$ cat src/rtl/regfile_wb_sequencer.sv
// regfile_wb_sequencer: merges ALU and buffered load results into one registered register-file write per cycle
module regfile_wb_sequencer #(
  parameter int DEPTH      = 4,
  parameter int STARVE_MAX = 3
) (
  input  logic        clk,
  input  logic        rst,
  input  logic        alu_valid,
  output logic        alu_ready,
  input  logic [4:0]  alu_rd,
  input  logic [31:0] alu_data,
  input  logic        lsu_valid,
  output logic        lsu_ready,
  input  logic [4:0]  lsu_rd,
  input  logic [31:0] lsu_data,
  output logic [4:0]  writeRegSel,
  output logic [31:0] writeData,
  output logic        writeEn,
  output logic [31:0] pend_mask,
  output logic        err
);
  localparam int AW = $clog2(DEPTH);
  localparam int SW = $clog2(STARVE_MAX + 1);
  logic [4:0]       rd_q   [DEPTH];
  logic [31:0]      data_q [DEPTH];
  logic [DEPTH-1:0] vld;
  logic [AW-1:0]    head, tail;
  logic [AW:0]      count;
  logic [SW-1:0]    starve;
  logic             nonempty, force_pop, alu_hs, alu_win, pop, push;
  assign nonempty  = count != '0;
  assign force_pop = nonempty && starve == SW'(STARVE_MAX);
  assign alu_ready = !force_pop;
  assign lsu_ready = count < (AW+1)'(DEPTH);
  assign alu_hs    = alu_valid && alu_ready;
  assign alu_win   = alu_hs && alu_rd != '0;
  // a consumed x0 ALU op still blocks the FIFO for that cycle
  assign pop       = nonempty && !alu_hs;
  assign push      = lsu_valid && lsu_ready && lsu_rd != '0;
  // pending mask: one-hot of every valid FIFO entry's destination
  always_comb begin
    pend_mask = '0;
    for (int i = 0; i < DEPTH; i++) if (vld[i]) pend_mask[rd_q[i]] = 1'b1;
  end
  // FIFO payload storage; contents are qualified by vld so need no reset
  always_ff @(posedge clk) begin
    if (push) begin
      rd_q[tail]   <= lsu_rd;
      data_q[tail] <= lsu_data;
    end
  end
  // FIFO pointers, occupancy, valid bits and starvation counter
  always_ff @(posedge clk or negedge rst) begin
    if (!rst) begin
      head   <= '0;
      tail   <= '0;
      count  <= '0;
      vld    <= '0;
      starve <= '0;
    end else begin
      if (push) begin
        tail      <= tail + AW'(1);
        vld[tail] <= 1'b1;
      end
      if (pop) begin
        head      <= head + AW'(1);
        vld[head] <= 1'b0;
      end
      count  <= count + (AW+1)'(push) - (AW+1)'(pop);
      starve <= (!nonempty || pop) ? '0 : (starve == SW'(STARVE_MAX) ? starve : starve + SW'(1));
    end
  end
  // registered write port and sticky ordering-violation flag
  always_ff @(posedge clk or negedge rst) begin
    if (!rst) begin
      writeEn     <= 1'b0;
      writeRegSel <= '0;
      writeData   <= '0;
      err         <= 1'b0;
    end else begin
      writeEn <= alu_win || pop;
      if (alu_win) begin
        writeRegSel <= alu_rd;
        writeData   <= alu_data;
      end else if (pop) begin
        writeRegSel <= rd_q[head];
        writeData   <= data_q[head];
      end
      err <= err || (alu_win && pend_mask[alu_rd]);
    end
  end
endmodule

$ cat config.mk
export PLATFORM = sky130hd
export DESIGN_NAME = regfile_wb_sequencer
export DESIGN_NICKNAME = d
export VERILOG_FILES = /design/src/rtl/regfile_wb_sequencer.sv
export SDC_FILE = /design/constraint.sdc
export NUM_CORES = 1
export LEC_CHECK = 0
export BUFFER_PORTS_ARGS = -buffer_cell sky130_fd_sc_hd__buf_4
export CORE_ASPECT_RATIO = 0.5
export CORE_MARGIN = 4
export CORE_UTILIZATION = 26
export DETAILED_ROUTE_END_ITERATION = 6
export SETUP_SLACK_MARGIN = 0.1
export SYNTH_ARGS = -nofsm -noshare
export SYNTH_HDL_FRONTEND = slang
export SYNTH_SLANG_ARGS = --single-unit
$ cat constraint.sdc
create_clock -name clk -period 2.5 [get_ports clk]
set_clock_uncertainty 0.1 [all_clocks]
set_input_delay 0.25 -clock clk [delete_from_list [all_inputs] [get_ports clk]]
set_output_delay 0.25 -clock clk [all_outputs]
set_load 0.005 [all_outputs]
# Yosys cells after proc, flatten, opt, wreduce, memory -nomap -nowiden
# Memory sizes are Yosys's and may differ from the RTL's.
# Cells that the tools add are included.
# totals
regBits	52
ram_bits	148
inputBits	78
out_inout_bits	73
wordCells	89
n_memories	2
# mem_list
memory	words	word_bits	rd	rd_clocked_by_memory_dff	write_ports	line_no	rtl
data_q	4	32	1	0	1	25	logic [31:0] data_q [DEPTH];
rd_q	4	5	5	0	1	24	logic [4:0] rd_q [DEPTH];
# classes
n_addsub	5
n_lt_le_gt_ge	14
n_eq_ne	2
n_mux	28
bitwise	6
reduce_logical	23
# op_table
operator	count
32-bit two-way mux	6
32-bit bitwise OR	3
5-bit by 6-bit < comparator with 1-bit output (second input constant)	5
1-bit demux with 5-bit select	4
5-bit by 1-bit greater-or-equal comparator with 1-bit output (second input constant)	4
1-bit logical AND	13
5-bit two-way mux	2
5-bit nonzero test	2
1-bit two-way mux	9
4-bit two-way mux	2
2-bit by 1-bit adder with 2-bit output (second input constant)	3
2-bit by 3-bit < comparator with 1-bit output (second input constant)	2
1-bit binary-select mux with 5-bit select	1
4-bit bitwise AND	1
1-bit demux with 2-bit select	2
2-bit by 1-bit greater-or-equal comparator with 1-bit output (second input constant)	2
2-bit two-way mux	2
4-bit NOT	1
4-bit bitwise OR	1
3-bit by 1-bit adder with 3-bit output	1
1-bit logical NOT	3
1-bit logical OR	3
3-bit < comparator (second input constant)	1
3-bit nonzero test	1
4 further kinds	4

# Longest topological paths before layout
# Gate-level depths: netlist of the first run.
# logic_depth
depth_word	15
depth_mapped	12
mapped_depth_nobuf	11

# Worst setup path before layout of the first run
# Ideal clock, no wire load.
# synth_path
kind	register to register
from	register starve[0]
to	register count[2]
setup_time_ns	0.125
t_arrival_ns	2.425
path_slack_ns	-0.150
path_stages_with_launch	13
synth_period_minus_slack_ns	2.650
cell_sequence	dfrtp_1 > ha_1 > o31a_1 > nor2_2 > nor2_4 > clkbuf_1 > ha_1 > inv_1 > ha_1 > inv_1 > fa_1 > xnor2_1 > xnor2_1
# synth_between
elab_chain_cells	7
# synth_lines
element	line_no	rtl
start, declared	29	logic [SW-1:0] starve;
start signal, assigned	70	starve <= (!nonempty || pop) ? '0 : (starve == SW'(STARVE_MAX) ? starve : starve + SW'(1));
2-bit == test	32	assign force_pop = nonempty && starve == SW'(STARVE_MAX);
1-bit logical AND	32	
1-bit logical NOT	33	assign alu_ready = !force_pop;
1-bit logical AND	35	assign alu_hs = alu_valid && alu_ready;
1-bit logical NOT	38	assign pop = nonempty && !alu_hs;
1-bit logical AND	38	
net pop	30	logic nonempty, force_pop, alu_hs, alu_win, pop, push;
3-bit by 1-bit subtractor with 3-bit output	69	count <= count + (AW+1)'(push) - (AW+1)'(pop);
end signal, assigned	69	
end, declared	28	logic [AW:0] count;
# The timed path passes the listed nets, and every way through them passes these cells.
# A chain may end at the register's enable or synchronous reset.

==> results of run 1 <==
==> worst register-to-register path, cell delays in order (launching register included) <==
cell and delay [ns]:
edfxtp_1 0.50, buf_4 0.20, inv_1 0.11, nor2_1 0.12, a221o_1 0.40, mux4_2 0.52, o211ai_2 0.16, nand4_1 0.11
==> cells by family (layout without fill, tap and decap cells) <==
logic type | count (synthesis) | after routing | synth area share
and+or+nand+nor | 172 | 172 | 0.109
xor gates and xnor gates | 4 | 4 | 0.00374
adders and majority gates | 12 | 12 | 0.0169
buffers and inverters | 56 | 334 | 0.0276
muxes | 72 | 72 | 0.128
DFF | 200 | 200 | 0.614
AOI/OAI and AO/OA | 129 | 129 | 0.0999
==> final timing paths <==
check,startpoint,end
worst max register to register,rd_q[2][1],err
max in group asynchronous,rst,head[0]
worst min-delay path,alu_valid,writeRegSel[1]
worst min register to register,starve[0],starve[0]
worst max-delay path,rd_q[3][4],pend_mask[5]
min in group asynchronous,rst,writeData[15]
==> where the power goes <==
part	internal (W)	leakage (nW)	switching (W)
clock network	0.00147	0.294	0.00130
logic	0.00199	2.65	0.00181
registers	0.00427	1.93	0.000458
total	0.00773	4.88	0.00357
==> cell usage in the layout, fill, tap and decap left out, types with 12 or more instances in the layout <==
master / n
buf_4: 203
edfxtp_1: 148
dlygate4sd3_1: 70
nor2_1: 51
dfrtp_1: 47
mux4_2: 37
a21oi_1: 35
mux2i_1: 34
o22ai_1: 24
clkbuf_16: 17
inv_1: 16
nand2_1: 15
nand3b_1: 15
or3b_4: 12
==> registers in the layout (all words and copies together) (netlist names) <==
| signal | flops |
|---|---|
| writeRegSel | 5 |
| vld | 4 |
| writeData | 32 |
| err | 1 |
| count | 3 |
| writeEn | 1 |
| tail | 2 |
| rd_q | 20 |
| data_q | 128 |
| head | 2 |
| starve | 2 |
==> through the flow <==
| stage | total power (W) | worst slack [ns] | std cells |
|---|---|---|---|
| final | 0.0113 | 0.0970 | 1398 |
| after global routing | 0.0119 | 0.0532 | 1398 |
| after CTS | 0.0113 | 0.0280 | 1381 |
| after detailed placement | 0.00841 | -0.00871 | 1259 |
| after global placement | 0.00831 | 0.0353 | 1259 |
| after floorplan | 0.00687 | 0.00336 | 645 |
==> layer usage <==
metal | vias to the layer above | wire [um] | part of all wire
met5 | - | 0 | 0
met4 | 0 | 821 | 0.030
met3 | 66 | 1120 | 0.041
met2 | 225 | 14700 | 0.54
met1 | 3526 | 10400 | 0.38
li1 | 3106 | - | -
==> area by class of cell <==
type,count,area (sq um),share of cell area
clock buffer,18,439,0.0339
clock inverter,14,174,0.0134
inverter,18,67.6,0.00522
multi-input combinational,389,3520,0.272
sequential,200,5750,0.444
tap,475,594,0.0459
timing repair buffer,284,2390,0.185
==> what timing repair did <==
item / in CTS / in global routing
setup buffers: 20 / 17
resized for setup: 7 / 25
setup endpoints to repair: 18 / 22
hold buffers: 70 / 0
pin swaps: 1 / 5
endpoints found under the hold margin: 232 / 0
==> results.toml, run 1 <==
[logic_synthesis]
ys_top_cells_by_count = "edfxtp_1 (148), dfrtp_1 (52), nor2_1 (52)"
synthMostInstantiatedCell = "edfxtp_1"
synth_largest_type_area_fraction = 0.475
async_sr_flop_fraction = 0.260
synth_edf_count = 148
synth_seq_cells = 200
mapped_nets = 735
synth.area.top_cells = "edfxtp_1 (48%), dfrtp_1 (14%), mux4_2 (8.9%)"
synth_seq_area_share = 0.614
ys.flop_type = "edfxtp_1"
synthesis_warning_total = 0
synth.cell_area_sq_um = 9350
synth_area_leader_cell = "edfxtp_1"
post_synth_num_cell_types = 65
synthCells = 645
syn_avg_cell_area_sq_um = 14.5

[timing]
finalMaxSlewViolations = 0
layout_worst_path_cycle_share = 0.961
worst_pin_slew_ns = 0.745
setup_viol = 0
report.final.hold_viol_count = 0
worst_max_slew_margin_expressed_relative_to_the_limit = 0.503
grt_setup_unrepaired = "yes"
finalCriticalPeriod_ns = 2.40
whs_ns = 0.0721
timing.setup.tns_ns = 0
max_freq_ghz = 0.416

[floorplanning]
ioPinCount = 151
die_w_um = 276
die-area_sq_um = 39300
core_region_area_sq_um = 35000
fp.dieH_um = 142
start_util = 0.268
std_cell_rows = 48

[cells_and_area]
fin_nets = 1000
layout-area-overhead-vs-synth_pct = 38.4
drive_above_1_share = 0.376
antenna-diode-count = 0
layout.cell_area.non_filler_sq_um = 12900
fillCellCount = 3323
fin_util = 0.370

[setup_path]
timing.critical_path.to_type = "output pin"
path_class = "reg -> out"
critPathMaxStageDelay_ns = 0.57
cpLargestDelayFamily = "flip-flops"
r2r_cells = 7
critical_path.slowest_cell = "edfxtp_1"
critical_path_cell_count = 5
critical_path.n_buffers_inverters = 2
worstPathArrival_ns = 2.05
startpoint_type = "register"
worst-r2r-setup-slack_ns = 0.16
most_frequent_cell_on_the_critical_path = "buf_4"
worstPathRequired_ns = 2.15
critPathMaxFanout = 7
critical_path.cell_chain = "buf_4, nand2b_1, o32a_1, or3b_4, buf_4"

[route]
ant_nets = 0
dr.pass1.iters = 6
totalWireLength_um = 27100
post_drt_wl_per_cell_um = 19.4
route.detailed.vias_per_inst = 4.95
number_of_design_rule_violations_left_after_detail_routing = 0
vias = 6923
detailedRoute.firstIterationViolations = 530

[place]
dpl.hpwl_um = 18100
gp_congestion = 0.917
detailed_place.area_sq_um = 11200
numPortBuffers = 150

[clocking]
cts_tree = "built"
clock_sinks = 200
clk_path_buf_depth = 2
clk_pin_slew_ns = 0.07
cts-buffers-inserted = 17
clk_root_buffer_cell = "clkbuf_16"
cts.htree.levels = 4
clk_latency_ns = 0.42

[min_path]
whs_path_depth = 3
timing.hold.worst.class = "in -> reg"

[grt]
groute.layer.met1.usage = 0.148
number_of_global_route_vias_before_repair = 7245
grt_max_degree = 53
grtUsageMet3 = 0.0239
overflow = 0
grt_first_pass_wirelength_um = 41300
grt_antenna_before_repair = 0
globalRoute.busiestLayer = "met2"
globalRouteMet2Util = 0.255
total_routing_resource_utilization_after_global_routing = 0.133

[pwr]
peakVddDrop_mv = 0.562
power_leakage_nw = 4.88
power_per_cell_area_nw_per_um2 = 873

[run]
drv_cap = 0

[run_status]
outcome = "finished clean"
No activity file was read; power rests on OpenSTA's default activity.
==> inputs of run 2 (changes only) <==
- MAX_ROUTING_LAYER: not set -> met4
==> results.toml, run 2 (same netlist as run 1, synthesis figures left out) <==
[run_status]
outcome = "finished clean"

[grt]
number_of_global_route_vias_before_repair = 7084
grt_first_pass_wirelength_um = 41300
grt_antenna_before_repair = 0
overflow = 0
grt_max_degree = 53
total_routing_resource_utilization_after_global_routing = 0.138

[clocking]
cts.htree.levels = 4
cts-buffers-inserted = 17
clock_sinks = 200
clk_pin_slew_ns = 0.08
clk_latency_ns = 0.43
clk_root_buffer_cell = "clkbuf_16"
clk_path_buf_depth = 2
cts_tree = "built"

[floorplanning]
fp.dieH_um = 142
ioPinCount = 151
core_region_area_sq_um = 35000
start_util = 0.268
std_cell_rows = 48
die_w_um = 276
die-area_sq_um = 39300

[setup_path]
regToRegStartpoint = "rd_q[0][2]"
critPathMaxFanout = 6
path_class = "reg -> out"
crit_start = "rd_q[1][3]"
startpoint_type = "register"
critical_path.slowest_cell = "edfxtp_1"
timing.critical_path.to_type = "output pin"
worstPathRequired_ns = 2.15
worstPathArrival_ns = 2.06
critical_path.cell_chain = "buf_1, nand3b_1, o22ai_1, or2_2, buf_4"
critPathMaxStageDelay_ns = 0.50

[min_path]
timing.hold.worst.class = "in -> reg"
timing.hold.worst.start = "alu_valid"

[route]
detailedRoute.firstIterationViolations = 618
dr.pass1.iters = 6
route.detailed.vias_per_inst = 4.95
totalWireLength_um = 27200
vias = 6938
number_of_design_rule_violations_left_after_detail_routing = 0
post_drt_wl_per_cell_um = 19.4
ant_nets = 0

[cells_and_area]
commonest_cells_after_routing_fill_and_taps_aside = "buf_4 (208), edfxtp_1 (148), dlygate4sd3_1 (70)"
layout_top_registers = "data_q (128), writeData (32), rd_q (20)"
drive_above_1_share = 0.379
layout-area-overhead-vs-synth_pct = 38.7
largest_register_ffs = 128
leading_cell_type_in_the_layout_fill_and_taps_excluded = "buf_4"
largest_register = "data_q"
fin_nets = 1004
final_cells = 1402
antenna-diode-count = 0

[pwr]
power.internal_w = 0.00771
netSwitchingFraction = 0.318
switchingPower_w = 0.00359
total_power_draw_w = 0.0113
seq_power_share = 0.421
peakVddDrop_mv = 0.645
combPwrFrac = 0.335
power_leakage_nw = 4.89
power_per_cell_area_nw_per_um2 = 871
clkPwrFrac = 0.243

[place]
numPortBuffers = 150
gp_congestion = 0.930
preCtsSetupSlack_ns = 0.00318
dpl.hpwl_um = 17900
dp.cells = 1259

[timing]
timing.setup.tns_ns = 0
finalMaxSlewViolations = 0
whs_ns = 0.0748
layout_worst_path_cycle_share = 0.962
finalCriticalPeriod_ns = 2.41
report.final.hold_viol_count = 0
setup_viol = 0
max_freq_ghz = 0.416
layout_setup_ws_ns = 0.0938
worst_pin_slew_ns = 0.759
grt_setup_unrepaired = "yes"
worst_max_slew_margin_expressed_relative_to_the_limit = 0.494

[run]
drv_cap = 0
-- run 2: what timing repair did --
action                     CTS  global route
hold endpoints to repair   232             0
setup endpoints to repair   18            48
pin swaps                    2             3
gates resized for setup      8            24
hold buffers                70             0
buffers inserted            30            11
-- run 2: worst max-delay path: cells and delay by family (launching register included) --
family          cells  cell delay [ns]
simple gates        2             0.55
compound gates      1             0.16
buf+inv             2             0.42
flops               1             0.50
-- run 2: path summary, 6_finish.rpt --
check / endpoint / slack, ns / cells past startpoint
max in group asynchronous: vld[3] / 1.41 / 2
min reg2reg: starve[0] / 0.35 / 1
min: writeRegSel[1] / 0.07 / 3
min in group asynchronous: writeData[17] / 0.32 / 2
max: pend_mask[21] / 0.09 / 5
max reg2reg: err / 0.20 / 8
-- run 2: power by group through the flow --
stage / logic (W) / clock network [W] / registers [W]
final: 0.00379 / 0.00275 / 0.00476
after global routing: 0.00410 / 0.00297 / 0.00484
after CTS: 0.00377 / 0.00281 / 0.00476
after detailed placement: 0.00355 / 0 / 0.00485
after global placement: 0.00350 / 0 / 0.00481
after floorplan: 0.00223 / 0 / 0.00464
-- run 2: through the flow --
stage	cell area [sq um]	utilization
global placement	11200	0.321
detailed placement	11200	0.321
finish	13000	0.371
CTS	12800	0.366
floorplan	9410	-
global route	13000	0.371
-- run 2: per-layer routing --
layer,wire (um),up-vias,global-route usage,part of all wire
met5,0,-,-,0
met4,760,0,0.0506,0.028
met3,1250,63,0.0221,0.046
met2,14700,248,0.252,0.54
met1,10500,3509,0.155,0.39
li1,-,3118,-,-
-- run 2: final cells by class --
cell class                      count  area, sq um
Fill cell                        3309        22000
Timing Repair Buffer              288         2410
Clock inverter                     14          180
Sequential cell                   200         5750
Tap cell                          475          594
Clock buffer                       18          429
Inverter                           18         67.6
Multi-Input combinational cell    389         3540
==> inputs of run 3 (changes only) <==
- ABC_AREA: not set -> 1
- BUFFER_PORTS_ARGS: -buffer_cell sky130_fd_sc_hd__buf_4 -> -buffer_cell sky130_fd_sc_hd__buf_2
==> results.toml, run 3 <==
[cells_and_area]
drive_above_1_share = 0.179
fin_nets = 1313
largest_register_ffs = 128
largest_register = "data_q"
layout-area-overhead-vs-synth_pct = 28.8
final_cells = 1712
layout_top_registers = "data_q (128), writeData (32), rd_q (20)"
commonest_cells_after_routing_fill_and_taps_aside = "nor2_1 (291), buf_2 (150), edfxtp_1 (148)"
leading_cell_type_in_the_layout_fill_and_taps_excluded = "nor2_1"

[min_path]
min_to = "starve[1]"
timing.hold.worst.start = "alu_valid"
whs_path_depth = 3
timing.hold.worst.class = "in -> reg"

[floorplanning]
core_region_area_sq_um = 35100
ioPinCount = 151
start_util = 0.268
std_cell_rows = 48
die-area_sq_um = 39500
fp.dieH_um = 143
die_w_um = 277

[logic_synthesis]
synthesis_warning_total = 0
synth_edf_count = 148
synth.area.top_cells = "edfxtp_1 (47%), dfrtp_1 (14%), nor2_1 (12%)"
synth_seq_area_share = 0.611
syn_avg_cell_area_sq_um = 9.38
ys_top_cells_by_count = "nor2_1 (295), edfxtp_1 (148), nand2_1 (117)"
post_synth_num_cell_types = 32
async_sr_flop_fraction = 0.260
synthMostInstantiatedCell = "nor2_1"
synth_largest_type_area_fraction = 0.472
synth.cell_area_sq_um = 9410
synthCells = 1003
synth_seq_cells = 200
mapped_nets = 1093
ys.flop_type = "edfxtp_1"
synth_area_leader_cell = "edfxtp_1"

[timing]
finalCriticalPeriod_ns = 2.25
finalMaxSlewViolations = 0
layout_worst_path_cycle_share = 0.900
grt_setup_unrepaired = "no"
report.final.hold_viol_count = 0
worst_max_slew_margin_expressed_relative_to_the_limit = 0.398
worst_pin_slew_ns = 0.902
whs_ns = 0.0666
layout_setup_ws_ns = 0.250
setup_viol = 0
timing.setup.tns_ns = 0
max_freq_ghz = 0.445

[route]
detailedRoute.firstIterationViolations = 681
vias = 8015
number_of_design_rule_violations_left_after_detail_routing = 0
dr.pass1.iters = 5
ant_nets = 0
route.detailed.vias_per_inst = 4.68
post_drt_wl_per_cell_um = 16.5
totalWireLength_um = 28200

[setup_path]
most_frequent_cell_on_the_critical_path = "nor2_1"
critical_path.n_buffers_inverters = 2
worst-r2r-setup-slack_ns = 0.30
regToRegStartpoint = "tail[0]"
critPathMaxFanout = 8
timing.critical_path.to_type = "output pin"
critPathMaxStageDelay_ns = 0.43
worstPathArrival_ns = 1.90
startpoint_type = "register"
path_class = "reg -> out"
r2r_cells = 5
timing.rr.end = "data_q[0][17]"
critical_path.slowest_cell = "edfxtp_1"
worstPathRequired_ns = 2.15
critical_path.cell_chain = "inv_1, nand3_1, nor2_1, nor2_1, nand2_1, buf_2"
cpLargestDelayFamily = "simple AND/OR/NAND/NOR gates"

[place]
dp.cells = 1609
preCtsSetupSlack_ns = 0.144
numPortBuffers = 150
gp_congestion = 0.983
dpl.hpwl_um = 19300

[pwr]
peakVddDrop_mv = 0.509
power_leakage_nw = 4.82
total_power_draw_w = 0.0111
power_per_cell_area_nw_per_um2 = 919

[clocking]
clk_latency_ns = 0.43
clk_path_buf_depth = 2
clock_sinks = 200
post_cts_buffers = 0
cts-buffers-inserted = 17
clk_pin_slew_ns = 0.07
cts.htree.levels = 4
clk_root_buffer_cell = "clkbuf_16"
cts_tree = "built"

[grt]
total_routing_resource_utilization_after_global_routing = 0.145
grt_antenna_before_repair = 1
grt_max_degree = 70
overflow = 0
grt_first_pass_wirelength_um = 43700
number_of_global_route_vias_before_repair = 7905

[run]
drv_cap = 0

[run_status]
outcome = "finished clean"
[run 3: metrics by stage]
step                      utilization  cell area, sq um
after floorplan                     -              9410
after detailed placement        0.309             10800
after CTS                       0.345             12100
final                           0.345             12100
after global routing            0.345             12100
after global placement          0.309             10800
[run 3: power by group]
group	switching [W]	leakage, nW	internal, W
Sequential	0.000380	1.96	0.00430
Clock	0.00124	0.287	0.00146
Combinational	0.00241	2.58	0.00134
[run 3: layout make-up]
cell class                      count  area, sq um
Fill cell                        3604        23000
Sequential cell                   200         5750
Multi-Input combinational cell    712         3330
Timing Repair Buffer              243         1670
Tap cell                          475          594
Clock buffer                       19          453
Inverter                           49          184
Clock inverter                     13          138
Antenna cell                        1         2.50
[run 3: worst reg2reg max path: stages, from the launching register on]
cell	delay, ns
dfrtp_1	0.40
inv_1	0.12
ha_1	0.15
inv_1	0.06
nor2_4	0.70
buf_4	0.37
[run 3: worst max-delay path by stage]
stage	start	to	slack, ns	depth (start not counted)
2_1_floorplan	count[2]	data_q[0][0]	-0.40	3
3_3_place_gp	lsu_rd[3]	data_q[0][20]	0.15	7
3_5_place_dp	lsu_rd[3]	data_q[0][20]	0.14	7
4_1_cts	count[2]	data_q[0][17]	0.26	5
5_1_grt	rd_q[0][1]	pend_mask[4]	0.14	6
6_report	rd_q[2][0]	pend_mask[10]	0.25	6
[run 3: kinds of logic after synthesis]
kind of cell | Yosys count | synth area share
AOI/OAI and AO/OA | 192 | 0.112
xor gates and xnor gates | 4 | 0.00372
adders and majority gates | 12 | 0.0168
buffers and inverters | 91 | 0.0392
DFF | 200 | 0.611
and+or+nand+nor | 504 | 0.218
[run 3: what timing repair did]
item                      CTS  global route
hold endpoints to repair  201             0
gates resized for setup     0             0
hold buffers               70             0
[run 3: per-layer routing]
layer,track usage,vias to the layer above,share of wire,routed length [um]
met3,0.0211,47,0.042,1190
met5,-,-,0,0
met4,0.0490,0,0.026,746
li1,-,3870,-,-
met1,0.176,3859,0.42,12000
met2,0.251,239,0.51,14300
